[src/rtl/b1to4_tdm_demuxer.sv]
// Receive side of a 4-slot TDM link: splits a sync-aligned sample stream into
// four registered channel outputs, tracking frame alignment with a HUNT/LOCKED FSM.
module b1to4_tdm_demuxer #(
  parameter int W = 8
) (
  input  logic           clock,
  input  logic           reset,
  input  logic [W-1:0]   x,
  input  logic           x_valid,
  input  logic           sync,
  output logic [4*W-1:0] z3_z0,
  output logic [3:0]     upd,
  output logic           frame,
  output logic           locked,
  output logic           err
);

  typedef enum logic {
    HUNT   = 1'b0,
    LOCKED = 1'b1
  } state_e;

  state_e         state_q, state_d;
  logic [1:0]     slot_q, slot_d;
  logic [4*W-1:0] z_q, z_d;
  logic [3:0]     upd_q, upd_d;
  logic           frame_q, frame_d;
  logic           err_q, err_d;

  always_comb begin
    // NOTE: every signal gets a default before any branch so no path leaves it
    // unassigned; without this a latch is inferred.
    state_d = state_q;
    slot_d  = slot_q;
    z_d     = z_q;
    upd_d   = 4'b0000;
    frame_d = 1'b0;
    err_d   = 1'b0;

    if (x_valid) begin
      unique case (state_q)
        HUNT: begin
          if (sync) begin
            z_d[0 +: W] = x;
            upd_d       = 4'b0001;
            slot_d      = 2'd1;
            state_d     = LOCKED;
          end
        end
        LOCKED: begin
          if (sync) begin
            // A sync on a non-zero slot is an early sync: flag it, then realign.
            err_d       = (slot_q != 2'd0);
            z_d[0 +: W] = x;
            upd_d       = 4'b0001;
            slot_d      = 2'd1;
          end else if (slot_q != 2'd0) begin
            z_d[slot_q*W +: W] = x;
            upd_d              = 4'b0001 << slot_q;
            slot_d             = slot_q + 2'd1;
            frame_d            = (slot_q == 2'd3);
          end else begin
            err_d   = 1'b1;
            slot_d  = 2'd0;
            state_d = HUNT;
          end
        end
        default: state_d = HUNT;
      endcase
    end
  end

  // NOTE: sequential state uses non-blocking assignments so every register
  // samples the pre-edge values regardless of statement order.
  always_ff @(posedge clock) begin
    if (reset) begin
      state_q <= HUNT;
      slot_q  <= 2'd0;
      z_q     <= '0;
      upd_q   <= 4'b0000;
      frame_q <= 1'b0;
      err_q   <= 1'b0;
    end else begin
      state_q <= state_d;
      slot_q  <= slot_d;
      z_q     <= z_d;
      upd_q   <= upd_d;
      frame_q <= frame_d;
      err_q   <= err_d;
    end
  end

  assign z3_z0  = z_q;
  assign upd    = upd_q;
  assign frame  = frame_q;
  assign err    = err_q;
  assign locked = (state_q == LOCKED);

endmodule

[config.mk]
export PLATFORM = sky130hd
export DESIGN_NAME = b1to4_tdm_demuxer
export DESIGN_NICKNAME = d
export VERILOG_FILES = /design/src/rtl/b1to4_tdm_demuxer.sv
export SDC_FILE = /design/constraint.sdc
export NUM_CORES = 1
export LEC_CHECK = 0
export ABC_AREA = 1
export BUFFER_PORTS_ARGS = -buffer_cell sky130_fd_sc_hd__buf_4
export CAP_MARGIN = 20
export CORE_ASPECT_RATIO = 0.8
export CORE_UTILIZATION = 25
export CTS_CLUSTER_DIAMETER = 100
export DETAILED_ROUTE_END_ITERATION = 8
export PLACE_DENSITY_LB_ADDON = 0.25
export SKIP_CTS_REPAIR_TIMING = 1
export SLEW_MARGIN = 20
export SYNTH_ARGS = -nofsm -noshare
export SYNTH_HDL_FRONTEND = slang
export SYNTH_SLANG_ARGS = --single-unit
[constraint.sdc]
create_clock -name clock -period 4.25 [get_ports clock]
set_input_delay 0.2125 -clock clock [delete_from_list [all_inputs] [get_ports clock]]
set_output_delay 0.2125 -clock clock [all_outputs]
set_load 0.02 [all_outputs]
# == Word-level counts from Yosys, hierarchy flattened ==
# Cells that the tools add are included.
# op_classes
add_sub_neg,2
eq_ne,3
shift,3
mux,19
bitwise_logic,4
reduce_logical,7
# op_table
op,count
negator 5 -> 34 bit,1
"variable shift 8 x 34 -> 32 bit, first input constant",1
variable part select 8 x 34 -> 32 bit,1
bitwise mux 32 bit,1
two-way mux 8 bit,3
case mux 8 bit (2 select lines),1
two-way mux 4 bit,2
case mux 4 bit (2 select lines),1
two-way mux 1 bit,6
two-way mux 2 bit,3
OR reduction 5 bit,1
NOT 1 bit,4
case mux 2 bit (2 select lines),1
AND reduction 4 bit,1
"left shift 1 x 2 -> 4 bit, first input constant",1
"inequality test 3 x 2 -> 1 bit, second input constant",1
AND reduction 3 bit,1
OR reduction 3 bit,1
"adder 2 x 1 -> 2 bit, second input constant",1
"equality test 2 bit, second input constant",1
"inequality test 2 bit, second input constant",1
case mux 1 bit (2 select lines),1
AND reduction 2 bit,1
nonzero test 2 bit,1
OR reduction 2 bit,1
# totals
reg_bits,41
out_inout_bits,39
word_cells,45

# == Depth between registers and ports, before layout ==
# depth
ltp_word,6
ltp_mapped,8
ltp_nobuf,8

# == Worst setup path before layout ==
# OpenSTA, ideal clock, no wires.
# synth_timing
path_kind,register to register
startpoint,reg slot_q[0]
endpoint,reg z_q[0] (netlist: z3_z0[0])
setup_time_ns,0.064
t_arrival_ns,1.488
slack_ns,2.698
path_stages_with_launch,8
path_buffers,0
synth_period_minus_slack_ns,1.552
cell_sequence,dfxtp_1 inv_2 ha_1 inv_2 nand4_1 nand3_1 nand2_1 nor2_1
# synth_via
elab_chain_cells,6
# synth_rtl
element,line,rtl
from (decl),24,"logic [1:0] slot_q, slot_d;"
from (signal assigned),85,slot_q <= slot_d;
negator 5 -> 34 bit,58,z_d[slot_q*W +: W] = x;
variable part select 8 x 34 -> 32 bit / variable shift 8 x 34 -> 32 bit (equally long branches),58,
bitwise mux 32 bit,58,
two-way mux 8 bit,57,end else if (slot_q != 2'd0) begin
two-way mux 8 bit,51,if (sync) begin
case mux 8 bit (2 select lines),41,unique case (state_q)
to (signal assigned),86,z_q <= z_d;
to (decl),25,"logic [4*W-1:0] z_q, z_d;"
# Parallel ways exist; a longest one is shown, timed or not. The select of a mux whose other input is x is not followed.
# A chain may end at the register's enable or synchronous reset.

# == Final worst setup path ==
# Same ends and word-level chain as after synthesis.

==> impl_results.md <==
- Layout cell share with drive strength beyond 1: 18.97%
- Area grow syn2layout: 25.69%
- CTS H-Tree Depth: 2
- Layout fillers: 859
- Clock Path Buffers: 2
- Initial antenna violation count: 0
- Leakage: 1.356 nW
- Flop pwr share: 55.0%
- Worst vdd ir: 0.1255 mV
- Main synth FF type: dfxtp_1
- Nets: 369
- Largest net degree at the start of global routing: 35
- Tot GR Track Use: 12.94%
- Most Frequent Cell on Critical Path: inv_2
- Yosys reg bits: 41
- Fmax: 451.7 MHz
- Top-area cell type share of the netlist area: 40.52%
- Detail Route Antenna Nets: 0
- Routed len/inst: 11.05 um
- Dominant cell by count in the synthesized netlist: nor2_1
- RSZ-0062 raised after global routing: no
- FF+latch area: 820.8 um^2
- Status: complete, no violations
- GP Congestion: 0.7730
- Tcrit/Tclk final: 52.09%
- Setup TNS: 0 ps
- Switch Pwr: 0.1952 mW
- Synth cell count leaders: nor2_1 (71), nand2_1 (67), inv_1 (50), dfxtp_1 (41), nand3_1 (18)
- Mapped Nets: 320
- Critical path, cell by cell: inv_2, ha_1, inv_2, nand4_1, nand3_1, nand2_1, nor2_1
- Synth cell types: 21
- Number of enable flip-flop cells after synthesis: 0
- Critical Path RT: 4480 ps
- Starting Density: 26.65%
- Worst Hold Class: primary input to flip-flop
- # rows: 28
- Post-layout min period: 2214 ps
- Net Sw Frac: 26.89%
- Worst skew pair latency: 300 ps
- Slew Limit Fails: 0
- CTS clk-pin slew, worst paths: 70 ps
- Clk_skew: 6.137 ps
- Residual DRC: 0
- Synth Area per Inst: 6.752 um^2
- Critical Path Sink Type: flip-flop
- YS warnings: 0
- Logic pwr share: 12.1%
- Routed via count: 1879
- Core area: 7602 um^2
- Hpwl dp: 3.784 mm
- Data arrival, critical path: 2440 ps
- Ant diodes: 0
- CP Launch Type: flip-flop
- Critical setup path kind: flip-flop to flip-flop
- Vias in the first global route: 1777
- DR iter-0 viols: 79
- Share of the yosys chip area belonging to registers: 40.52%
- Max Cap Viol: 0
- Pwr per Cell Area: 285.0 nW/um^2
- Worst-Margin Slew: 908.3 ps
- Ys async rst share: 0%
- Slew headroom: 39.07%
- Footprint of the multi-input gates: 933.4 um^2
- Synthesized area: 2026 um^2
- Synth top area cells: dfxtp_1 (41%), nor2_1 (13%), nand2_1 (12%), inv_1 (9.3%), ha_1 (4.9%)
- Clock root buffer: clkbuf_8
- Port buffer count: 50
- Total power: 0.7257 mW
- Critical path's slowest cell: dfxtp_1
- CTS tree: built
- Chip width: 102.6 um
- Vias per cell: 4.148
- Die area: 8469 um^2
- Routed Wire Length: 5.004 mm
- Slowest Stage Delay on Critical Path: 640 ps
- Number of iterations in the first detailed-routing pass: 4
- Clock share of power: 32.9%
- First-pass GRT wire length: 8.418 mm
- Internal: 0.5305 mW
- # IOs: 51
- CTS Sinks: 41
- Num CTS Buffers: 5
- Fin. Hold Viols: 0
- Total global routing overflow: 0
- CP max FO: 15
- Yosys top cell by area: dfxtp_1
- Die Ht: 82.51 um
- Final core utilization: 33.49%
- Final setup vio count: 0
- Cells after Synth: 300
power by group through the flow:
| stage | logic, mW | clock network, mW | registers [mW] |
|---|---|---|---|
| floorplan | 0.0472 | 0 | 0.414 |
| global placement | 0.0880 | 0 | 0.408 |
| detailed placement | 0.0882 | 0 | 0.408 |
| CTS | 0.0886 | 0.245 | 0.399 |
| global route | 0.0979 | 0.261 | 0.400 |
| finish | 0.0880 | 0.239 | 0.399 |
kinds of logic (layout without fill, tap and decap cells):
family	Yosys count	count (layout)	synth area share (%)
buffers and inverters	63	111	13.40
flip-flops	41	41	40.52
AO/OA/AOI/OAI	13	13	3.212
adder cells (fa/ha/maj)	8	8	4.942
AND/OR/NAND/NOR	175	175	37.93
cells in the final DEF (no fill, tap or decap):
cell type / n
a21oi_1: 12
buf_4: 50
clkbuf_8: 5
clkinv_1: 1
clkinv_2: 1
clkinv_4: 1
dfxtp_1: 41
ha_1: 8
inv_1: 50
inv_2: 3
nand2_1: 67
nand2_2: 1
nand3_1: 18
nand4_1: 2
nand4_4: 3
nor2_1: 71
nor2_2: 1
nor3_1: 11
nor3_4: 1
o21ai_0: 1
metal layers:
| metal | global-route usage (%) | up-vias | part of all wire [%] |
|---|---|---|---|
| met5 | 0 | - | 0 |
| met4 | 4.286 | 0 | 1.3 |
| met2 | 19.80 | 45 | 42 |
| met3 | 3.114 | 8 | 5.1 |
| li1 | - | 994 | - |
| met1 | 17.80 | 832 | 51 |
registers in the layout, summed over array words and instances, names as in the netlist:
register  cells
slot_q        2
upd           4
z3_z0        32
locked        1
err           1
frame         1
final timing paths:
path / from / endpoint / slack (ps) / cells after the start
worst max-delay path: slot_q[0] / z3_z0[0] / 2040 / 7
worst min-delay path: reset / slot_q[0] / 110 / 2
worst max register to register: slot_q[0] / z3_z0[0] / 2040 / 7
worst min register to register: z3_z0[27] / z3_z0[27] / 510 / 4
area by class of cell:
type | count | area share (%)
clock buffer | 5 | 2.703
tap | 105 | 5.160
inverter | 55 | 8.305
sequential | 41 | 32.24
timing repair buffer | 50 | 14.74
multi-input combinational | 196 | 36.66
clock inverter | 1 | 0.1966
metrics by stage:
stage / std cells / setup WS (ps) / hold WS, ps / cell area [um^2]
after floorplan: 300 / 2698 / 281.6 / 2026
after global placement: 447 / 2145 / 418.5 / 2472
after detailed placement: 447 / 2085 / 418.3 / 2472
after CTS: 453 / 2055 / 107.9 / 2546
after global routing: 453 / 1827 / 113.8 / 2546
final: 453 / 2036 / 109.3 / 2546
critical path: cells and delay by family, from the launching register on:
family | cells | cell delay (ps)
AND/OR/NAND/NOR | 4 | 690
buffers and inverters | 2 | 450
adder cells (fa/ha/maj) | 1 | 350
flip-flops | 1 | 640
Power figures use the tool's default switching activity.
